## src/rtl/alu_pkg.sv

```systemverilog
// ============================================================================
//  Module  : alu_pkg
//  Purpose : Shared opcodes, FSM state encodings and flag bit positions for
//            the accumulator-side ALU stage, plus a flag-packing helper.
//  Ports   : none (package)
//  Rev     : 1.0  initial release
// ============================================================================
`default_nettype none

package alu_pkg;

  // Opcodes
  localparam logic [2:0] OP_ADD = 3'd0;
  localparam logic [2:0] OP_SUB = 3'd1;
  localparam logic [2:0] OP_AND = 3'd2;
  localparam logic [2:0] OP_OR  = 3'd3;
  localparam logic [2:0] OP_XOR = 3'd4;
  localparam logic [2:0] OP_SHL = 3'd5;
  localparam logic [2:0] OP_SHR = 3'd6;
  localparam logic [2:0] OP_MUL = 3'd7;

  // FSM state encodings
  localparam logic [1:0] S_IDLE = 2'd0;
  localparam logic [1:0] S_EXEC = 2'd1;
  localparam logic [1:0] S_MUL  = 2'd2;
  localparam logic [1:0] S_DONE = 2'd3;

  // Bit positions inside the 4-bit {C,V,N,Z} flag vector
  localparam int FLG_Z = 0;
  localparam int FLG_N = 1;
  localparam int FLG_V = 2;
  localparam int FLG_C = 3;

  function automatic logic [3:0] pack_flags(input logic c, input logic v,
                                            input logic n, input logic z);
    logic [3:0] f;
    f        = 4'b0000;
    f[FLG_C] = c;
    f[FLG_V] = v;
    f[FLG_N] = n;
    f[FLG_Z] = z;
    return f;
  endfunction

endpackage

`default_nettype wire

```

## src/rtl/alu_mul_seq.sv

```systemverilog
// ============================================================================
//  Module  : alu_mul_seq
//  Purpose : Unsigned shift-and-add multiplier, one multiplier bit per clock.
//            Used only when ALU_MUL_EN is defined.
//  Ports   : clk, rst_n          clock / async active-low reset
//            go                  load a, b and start (one-cycle pulse)
//            a, b   [WIDTH]      operands, sampled on the go edge
//            product[2*WIDTH]    full product, valid while fin is high
//            fin                 one-cycle pulse: product valid this cycle
//  Rev     : 1.0  initial release
// ============================================================================
`default_nettype none

module alu_mul_seq #(
  parameter int WIDTH = 8
) (
  input  logic               clk,
  input  logic               rst_n,
  input  logic               go,
  input  logic [WIDTH-1:0]   a,
  input  logic [WIDTH-1:0]   b,
  output logic [2*WIDTH-1:0] product,
  output logic               fin
);

  localparam int CW = $clog2(WIDTH + 1);
  localparam logic [CW-1:0] C_LAST = CW'(WIDTH - 1);

  logic [2*WIDTH-1:0] r_acc;
  logic [2*WIDTH-1:0] r_mcand;
  logic [WIDTH-1:0]   r_mplier;
  logic [CW-1:0]      r_cnt;
  logic               r_run;
  logic               r_fin;

  // Always runs exactly WIDTH iterations, so latency does not depend on
  // the operand values (a zero multiplier still walks every bit).
  always_ff @(posedge clk or negedge rst_n) begin
    if (!rst_n) begin
      r_acc    <= '0;
      r_mcand  <= '0;
      r_mplier <= '0;
      r_cnt    <= '0;
      r_run    <= 1'b0;
      r_fin    <= 1'b0;
    end else begin
      r_fin <= 1'b0;
      if (go) begin
        r_acc    <= '0;
        r_mcand  <= {{WIDTH{1'b0}}, a};
        r_mplier <= b;
        r_cnt    <= '0;
        r_run    <= 1'b1;
      end else if (r_run) begin
        if (r_mplier[0]) begin
          r_acc <= r_acc + r_mcand;
        end
        r_mcand  <= r_mcand << 1;
        r_mplier <= r_mplier >> 1;
        r_cnt    <= r_cnt + CW'(1);
        if (r_cnt == C_LAST) begin
          r_run <= 1'b0;
          r_fin <= 1'b1;
        end
      end
    end
  end

  assign product = r_acc;
  assign fin     = r_fin;

endmodule

`default_nettype wire

```

## src/rtl/alu_unit.sv

```systemverilog
// ============================================================================
//  Module  : alu_unit
//  Purpose : ALU stage feeding the accumulator. Latches operands on an
//            accepted start, computes the result, registers result + {C,V,N,Z}
//            flags and pulses done for one cycle.
//  Config  : ALU_MUL_EN - when defined, op 7 runs the sequential multiplier
//            (WIDTH+1 cycle latency). When undefined, op 7 completes in one
//            cycle with result 0, Z=1 and sets the sticky illegal flag.
//  Ports   : clk, rst_n        clock / async active-low reset
//            start, op[3]      request + opcode (sampled only in IDLE)
//            a_in, b_in        operands
//            busy, done        status / one-cycle completion pulse
//            result, flags     registered result and {C,V,N,Z}
//            illegal           sticky: MUL issued without multiplier
//  Rev     : 1.0  initial release
// ============================================================================
`default_nettype none

module alu_unit
  import alu_pkg::*;
#(
  parameter int WIDTH = 8
) (
  input  logic             clk,
  input  logic             rst_n,
  input  logic             start,
  input  logic [2:0]       op,
  input  logic [WIDTH-1:0] a_in,
  input  logic [WIDTH-1:0] b_in,
  output logic             busy,
  output logic             done,
  output logic [WIDTH-1:0] result,
  output logic [3:0]       flags,
  output logic             illegal
);

  logic [1:0]       r_state;
  logic [1:0]       w_next_state;
  logic [2:0]       r_op;
  logic [WIDTH-1:0] r_a;
  logic [WIDTH-1:0] r_b;
  logic [WIDTH-1:0] r_result;
  logic [3:0]       r_flags;
  logic             r_illegal;

  logic             w_accept;
  logic             w_illegal_req;
  logic [WIDTH:0]   w_sum;
  logic [WIDTH:0]   w_diff;
  logic [WIDTH-1:0] w_res;
  logic             w_c;
  logic             w_v;

  assign w_accept = (r_state == S_IDLE) && start;

`ifdef ALU_MUL_EN
  logic [2*WIDTH-1:0] w_product;
  logic               w_mul_fin;
  logic               w_mul_go;

  // The multiplier loads straight from the ports on the accept edge so its
  // first iteration lands on the very next clock.
  assign w_mul_go      = w_accept && (op == OP_MUL);
  assign w_illegal_req = 1'b0;

  alu_mul_seq #(
    .WIDTH (WIDTH)
  ) u_mul (
    .clk     (clk),
    .rst_n   (rst_n),
    .go      (w_mul_go),
    .a       (a_in),
    .b       (b_in),
    .product (w_product),
    .fin     (w_mul_fin)
  );
`else
  assign w_illegal_req = (op == OP_MUL);
`endif

  // ---------------- FSM: state register ----------------
  always_ff @(posedge clk or negedge rst_n) begin
    if (!rst_n) begin
      r_state <= S_IDLE;
    end else begin
      r_state <= w_next_state;
    end
  end

  // ---------------- FSM: next state ----------------
  always_comb begin
    w_next_state = r_state;
    case (r_state)
      S_IDLE: begin
        if (start) begin
`ifdef ALU_MUL_EN
          w_next_state = (op == OP_MUL) ? S_MUL : S_EXEC;
`else
          w_next_state = S_EXEC;
`endif
        end
      end
      S_EXEC: w_next_state = S_DONE;
`ifdef ALU_MUL_EN
      S_MUL:  if (w_mul_fin) w_next_state = S_DONE;
`else
      S_MUL:  w_next_state = S_IDLE;
`endif
      S_DONE: w_next_state = S_IDLE;
      default: w_next_state = S_IDLE;
    endcase
  end

  // ---------------- FSM: outputs ----------------
  always_comb begin
    busy = (r_state != S_IDLE);
    done = (r_state == S_DONE);
  end

  // Operand latch: later changes on a_in/b_in/op are ignored until IDLE.
  always_ff @(posedge clk or negedge rst_n) begin
    if (!rst_n) begin
      r_op <= OP_ADD;
      r_a  <= '0;
      r_b  <= '0;
    end else if (w_accept) begin
      r_op <= op;
      r_a  <= a_in;
      r_b  <= b_in;
    end
  end

  // Extra top bit of the sum is the carry; of the difference it is the
  // borrow (a < b unsigned).
  assign w_sum  = {1'b0, r_a} + {1'b0, r_b};
  assign w_diff = {1'b0, r_a} - {1'b0, r_b};

  // Single-cycle datapath. OP_MUL only reaches here without the multiplier
  // and yields zero.
  always_comb begin
    w_res = '0;
    w_c   = 1'b0;
    w_v   = 1'b0;
    case (r_op)
      OP_ADD: begin
        w_res = w_sum[WIDTH-1:0];
        w_c   = w_sum[WIDTH];
        w_v   = (r_a[WIDTH-1] == r_b[WIDTH-1]) &&
                (w_sum[WIDTH-1] != r_a[WIDTH-1]);
      end
      OP_SUB: begin
        w_res = w_diff[WIDTH-1:0];
        w_c   = w_diff[WIDTH];
        w_v   = (r_a[WIDTH-1] != r_b[WIDTH-1]) &&
                (w_diff[WIDTH-1] != r_a[WIDTH-1]);
      end
      OP_AND: w_res = r_a & r_b;
      OP_OR:  w_res = r_a | r_b;
      OP_XOR: w_res = r_a ^ r_b;
      OP_SHL: {w_c, w_res} = {r_a, 1'b0};
      OP_SHR: {w_res, w_c} = {1'b0, r_a};
      default: begin
        w_res = '0;
        w_c   = 1'b0;
      end
    endcase
  end

  // Result / flag registers: updated only on the cycle that enters DONE.
  always_ff @(posedge clk or negedge rst_n) begin
    if (!rst_n) begin
      r_result <= '0;
      r_flags  <= 4'b0000;
    end else if (r_state == S_EXEC) begin
      r_result <= w_res;
      r_flags  <= pack_flags(w_c, w_v, w_res[WIDTH-1], (w_res == '0));
`ifdef ALU_MUL_EN
    end else if ((r_state == S_MUL) && w_mul_fin) begin
      r_result <= w_product[WIDTH-1:0];
      r_flags  <= pack_flags(|w_product[2*WIDTH-1:WIDTH], 1'b0,
                             w_product[WIDTH-1],
                             (w_product[WIDTH-1:0] == '0));
`endif
    end
  end

  // Sticky illegal flag: re-evaluated on every accepted start.
  always_ff @(posedge clk or negedge rst_n) begin
    if (!rst_n) begin
      r_illegal <= 1'b0;
    end else if (w_accept) begin
      r_illegal <= w_illegal_req;
    end
  end

  assign result  = r_result;
  assign flags   = r_flags;
  assign illegal = r_illegal;

endmodule

`default_nettype wire

```

## config.mk

```make
export PLATFORM = sky130hd
export DESIGN_NAME = alu_unit
export DESIGN_NICKNAME = d
export VERILOG_FILES = /design/src/rtl/alu_pkg.sv /design/src/rtl/alu_mul_seq.sv /design/src/rtl/alu_unit.sv
export SDC_FILE = /design/constraint.sdc
export NUM_CORES = 1
export LEC_CHECK = 0
export ABC_AREA = 1
export CORE_ASPECT_RATIO = 0.5
export CORE_MARGIN = 8
export CORE_UTILIZATION = 56
export DETAILED_ROUTE_END_ITERATION = 16
export PLACE_DENSITY = 0.81
export SLEW_MARGIN = 10
export SYNTH_ARGS = -nofsm -noshare
export SYNTH_HDL_FRONTEND = slang
export SYNTH_HIERARCHICAL = 1
export SYNTH_SLANG_ARGS = --single-unit
```

## constraint.sdc

```tcl
create_clock -name clk -period 2.3 [get_ports clk]
set_input_delay 0.575 -clock clk [delete_from_list [all_inputs] [get_ports clk]]
set_output_delay 0.575 -clock clk [all_outputs]
set_load 0.02 [all_outputs]
```

* Word-level counts from Yosys, hierarchy flattened *
Cells that the tools add are included.

storage, ports and cells
  register bits after elaboration = 34
  latch bits = 0
  memory bits (writable) = 0
  ROM bits = 0
  input port bits = 22
  output and inout bits = 15
  memories = 0

cells by class
  add/subtract/negate cells = 2
  multiply operators = 0
  div/mod/pow operators = 0
  magnitude comparators = 0
  eq/ne operators = 15
  shifts and indexed selects = 0
  muxes and demuxes = 5
  bitwise logic cells = 3
  reductions and logical operators = 8

operators by type and width
  operator                                                                number
  8-bit case mux with 7 select lines                                      1
  3-bit equality test (second input constant)                             4
  8-bit by 8-bit adder with 9-bit output                                  1
  8-bit by 8-bit subtractor with 9-bit output                             1
  8-bit bitwise AND                                                       1
  8-bit logical NOT                                                       1
  8-bit bitwise OR                                                        1
  8-bit bitwise XOR                                                       1
  3-bit by 2-bit equality test with 1-bit output (second input constant)  2
  2-bit case mux with 3 select lines                                      1
  2-bit equality test (second input constant)                             2
  1-bit case mux with 4 select lines                                      1
  3-bit by 1-bit equality test with 1-bit output (second input constant)  1
  1-bit logical AND                                                       3
  3-bit logical NOT                                                       1
  1-bit inequality test                                                   3
  2-bit by 1-bit equality test with 1-bit output (second input constant)  1
  2-bit logical NOT                                                       1
  2-bit two-way mux                                                       1
  2-bit inequality test (second input constant)                           1
  1-bit case mux with 2 select lines                                      1
  2-bit nonzero test                                                      1
  2-bit OR reduction                                                      1
  1-bit equality test                                                     1

* Depth between registers and ports, before layout *
  word-level depth = 4
  gate-level depth with buffers = 15

* Worst setup path before layout *
Ideal clock, no wire load.

  path kind = register to register
  start point = reg r_a[0]
  end point = reg r_flags[3], in the netlist flags[3]
  setup time = 0.120 ns
  data arrival time = 1.772 ns
  slack = 0.408 ns
  stages on the path, launching flop included = 14
  path buffers = 0
  period minus slack after synthesis = 1.892 ns
  path through = dfrtp_1 -> inv_1 -> ha_1 -> fa_1 -> o21ai_1 -> nand3_2 -> nand2_1 -> nand2_1 -> nand2_1 -> nand2_1 -> nand2_1 -> nand2_1 -> o21ai_1 -> nand2_1

on the way
  longest elaborated chain between the ends = 2
  elaborated cells between the ends (all ways) = 3
  those cells by class = add/sub: 2; mux: 1

ends and longest elaborated chain
  what                                                                                                          RTL line                          text
  start, declared                                                                                               alu_unit.sv:40                    logic [WIDTH-1:0] r_a;
  start signal, assigned                                                                                        alu_unit.sv:128                   r_a <= a_in;
  8-bit by 8-bit subtractor with 9-bit output / 8-bit by 8-bit adder with 9-bit output (equally long branches)  alu_unit.sv:136, alu_unit.sv:135
  1-bit case mux with 4 select lines (*)                                                                        alu_unit.sv:144                   case (r_op)
  end signal, assigned                                                                                          alu_unit.sv:176                   r_flags <= pack_flags(w_c, w_v, w_res[WIDTH-1], (w_res == '0));
  end, declared                                                                                                 alu_unit.sv:43                    logic [3:0] r_flags;

Every way passes the cells marked *; elsewhere a longest branch is shown, timed or not.
A chain may end at the register's enable or synchronous reset.

* Worst setup path after layout *
  start point = reg r_a[0]
  end point = reg r_flags[0], in the netlist flags[0]

on the way
  longest elaborated chain between the ends = 3
  elaborated cells between the ends (all ways) = 7
  those cells by class = add/sub: 2; mux: 1; bitwise: 3; reduce/logical: 1

ends and longest elaborated chain
  what                                                                 RTL line         text
  8-bit by 8-bit subtractor with 9-bit output (tied with other cells)  alu_unit.sv:136  assign w_diff = {1'b0, r_a} - {1'b0, r_b};
  8-bit case mux with 7 select lines (*)                               alu_unit.sv:144
  8-bit logical NOT (*)                                                alu_unit.sv:176

Marked as above.

==> summary.txt <==
Layout
  • Nets@finish: approximately 490
  • Fin area: 0.003288 mm^2
  • FILL cells: 439
  • Multi-input logic area: between 0.0015 and 0.002 mm^2
  • Layout area overhead: 18.65%
  • Layout cells sized above 1: under 10%
  • Finished Layout Cells: roughly 510
  • Area occupied by registers: a little over 800 um^2
  • Antenna cells: 0
  • Final Util: 67.91%

Clock tree
  • Clock sink count: 33
  • H-Tree Depth: 2
  • Clock-pin slew on the worst setup and hold paths: 0.08 ns
  • Number of CTS-inserted buffers: 5
  • Clock Latency Late Sink: just under 0.3 ns
  • Number of setup buffers added after CTS: 0
  • CTS tree: done
  • Root buf cell: clkbuf_8
  • Post-CTS Resized: 0
  • CTS Hold Bufs: 0
  • CTS Buffer Depth: 2

Global route
  • First-pass GRT wire length: 13,430 um
  • Antenna violations before repair: 0
  • Busiest grt layer: met1
  • Total gr overflow: 0
  • Vias in the first global route: ~2,700
  • GR Util met1: between 30% and 40%
  • GRT met3 Usage: 6.033%
  • Pin count of the biggest net entering global routing: 39
  • Total track usage: between 20 and 25%
  • Grt met2 use: around 31%

Floorplanning
  • Initial core utilization: a little under three fifths
  • Die width: between 100 and 150 um
  • Die Area: between 0.007 and 0.008 mm^2
  • Rows: 18
  • CORE AREA: ~0.0048 mm^2
  • # IOs: 37
  • Die span in y: 65.75 um

Setup path
  • CP Max Fanout: 4
  • Critical Path End Type: flop
  • Cells on worst reg2reg path: 12
  • Setup Crit Path Kind: flop to flop
  • R2R setup slack: between 0.15 and 0.2 ns
  • Reg2Reg Launch Point: r_a[0]
  • Worst Path Required: 2.53 ns
  • Critical Path AT: ~2.4 ns
  • CP Launch Type: flop
  • R2r endpoint: flags[0]

Logic synthesis
  • Synth Area in XOR/XNOR: less than 1%
  • Async set-reset flop share out of synthesis: 100.0%
  • Compound-gate portion of the synthesized area: a little under 8%
  • Mean Syn Cell Area: slightly below 7 um^2
  • Sequential area share after synthesis: ~30%
  • Syn Inst Count: ~400
  • Synth Area in Simple Gates: between 30% and 40%
  • Netlist cell types: 32
  • Top-count cell post-synth: nand2_1
  • Synth area leader: dfrtp_1
  • Syn nets: 452
  • Post-synth EDFFs: 0
  • Mux cell area share after synthesis: 0%
  • Synth top area cells: dfrtp_1, nand2_1, ha_1
  • Largest family of logic cells by synthesized area: simple AND/OR/NAND/NOR gates
  • Post-synthesis adder-cell area fraction: 12.73%
  • Synth top cells by count: nand2_1, inv_1, nand3_1, dfrtp_1, nor2_1
  • Yosys top cell area share: about 30%
  • Mapped cell area: roughly 0.0028 mm^2
  • Main synth FF type: dfrtp_1
  • Synth Warn #: 6
  • FF+latch count, synth: 33

Hold path
  • HP Start: r_state[1]
  • Hold depth: 1
  • Hold Crit Class: flop to flop
  • WHS Endpoint: r_state[0]

Route
  • Initial DRC count: between 300 and 400
  • Via density per instance: around 5.5
  • # DRC: 0
  • TritonRoute pass-1 iters: 5
  • Antenna Nets Post-Route: 0
  • Wire per inst: approximately 16 um
  • Via count: between 2,000 and 3,000
  • Final wirelength: approximately 8000 um

Timing
  • RSZ-0062 raised after global routing: no
  • Slew margin rel.: between 50% and 60%
  • Worst Clk Skew: around 0.0038 ns
  • Fmax: 472.9 MHz
  • Final setup vio count: 0
  • Post-route clock period utilization: roughly 90%
  • Worst slew pin tran: ~0.71 ns
  • Slew Limit Fails: 0
  • Fin. Hold Viols: 0
  • Setup_tns: 0 ns
  • Post-layout min period: about 2.1 ns

Placed design
  • Hpwl dp: about 6200 um
  • RD Place Congestion: 0.9510
  • Placement Cell Area: ~0.0032 mm^2
  • IO buf count: 36
  • Post-placement cell count: ~500

Power
  • Reg power frac: just over 20%
  • Net switching fraction of the power: 54.68%
  • Clock power frac: around 11%
  • Leakage power: 1.680 nW
  • Pwr dens: approximately 1700 mW/mm^2
  • Int Pwr: roughly 2.5 mW
  • Logic pwr share: between 60% and 70%
  • Maximum ir drop on the vdd rail: approximately 0.87 mV
  • Sw Pwr: slightly above 3 mW

Flow run
  • Max Cap Viol: 0

Status
  • Status: completed
==> worst max-delay path by stage <==
| stage | start | endpoint | slack [ns] | depth (start not counted) |
|---|---|---|---|---|
| finish | r_a[0] | flags[0] | 0.19 | 12 |
| global route | r_a[0] | flags[0] | 0.02 | 12 |
| CTS | r_a[0] | flags[0] | 0.13 | 12 |
| detailed placement | r_a[0] | flags[0] | 0.17 | 12 |
| global placement | r_a[1] | flags[3] | 0.23 | 12 |
| floorplan | r_a[0] | flags[3] | 0.41 | 13 |
==> layout by cell type (no fill, tap or decap), types with 5 or more instances in the layout <==
master / n
inv_1: 49
clkdlybuf4s50_1: 36
nand4_1: 17
dfrtp_1: 33
nand3_2: 5
ha_1: 25
nor2_1: 28
nand3_1: 42
a21oi_1: 7
clkbuf_8: 6
nand2_1: 114
buf_4: 8
inv_2: 6
o21ai_0: 25
==> cell type report <==
cell class / instances / share of cell area (%)
clock buffers: 6 / 2.511
clock inverters: 2 / 1.142
inverters: 58 / 6.697
multi-input cells: 294 / 49.09
flip-flops and latches: 33 / 25.11
well taps: 70 / 2.664
repair buffers: 44 / 12.79
==> kinds of logic (layout without fill, tap and decap cells) <==
family,after synthesis,count (layout)
xor+xnor,1,1
buf+inv,76,110
compound gates,41,41
flops,33,33
fa+ha+maj,27,27
simple gates,225,225
==> sequential cells by signal, summed over array words and instances (netlist names) <==
signal	flops
illegal	1
flags	4
r_a	8
r_op	3
r_b	8
r_state	2
result	7
==> routing by layer <==
layer / share of wire (%) / vias to the layer above
met1: 51 / 1288
met3: 9.5 / 12
met4: 1.1 / 0
li1: - / 1348
met5: 0 / -
met2: 39 / 142
==> metrics by stage <==
stage / total power [mW] / hold slack, ns / worst slack (ns)
global placement: 4.842 / 0.4605 / 0.2281
CTS: 5.528 / 0.4760 / 0.1259
finish: 5.606 / 0.4745 / 0.1852
floorplan: 3.847 / 0.2794 / 0.4080
global route: 6.135 / 0.5039 / 0.01605
detailed placement: 4.906 / 0.4640 / 0.1676
==> power groups by stage <==
stage | sequential, mW | combinational [mW] | clock [mW]
final | 1.14 | 3.86 | 0.606
after global routing | 1.18 | 4.31 | 0.645
after floorplan | 1.13 | 2.72 | 0
after detailed placement | 1.14 | 3.76 | 0
after CTS | 1.13 | 3.79 | 0.605
after global placement | 1.13 | 3.72 | 0
==> worst max-delay path, stage by stage, from the launching register on <==
cell and delay (ns):
dfrtp_1 0.38, inv_1 0.10, ha_1 0.24, fa_1 0.43, o21ai_2 0.20, nand3_2 0.11, nand2_1 0.08, nand2_1 0.07
nand3_1 0.07, nand2_1 0.05, nor2_1 0.16, nand3_1 0.10, nand2_1 0.07
Note: power is estimated with default switching activity, not from simulation.
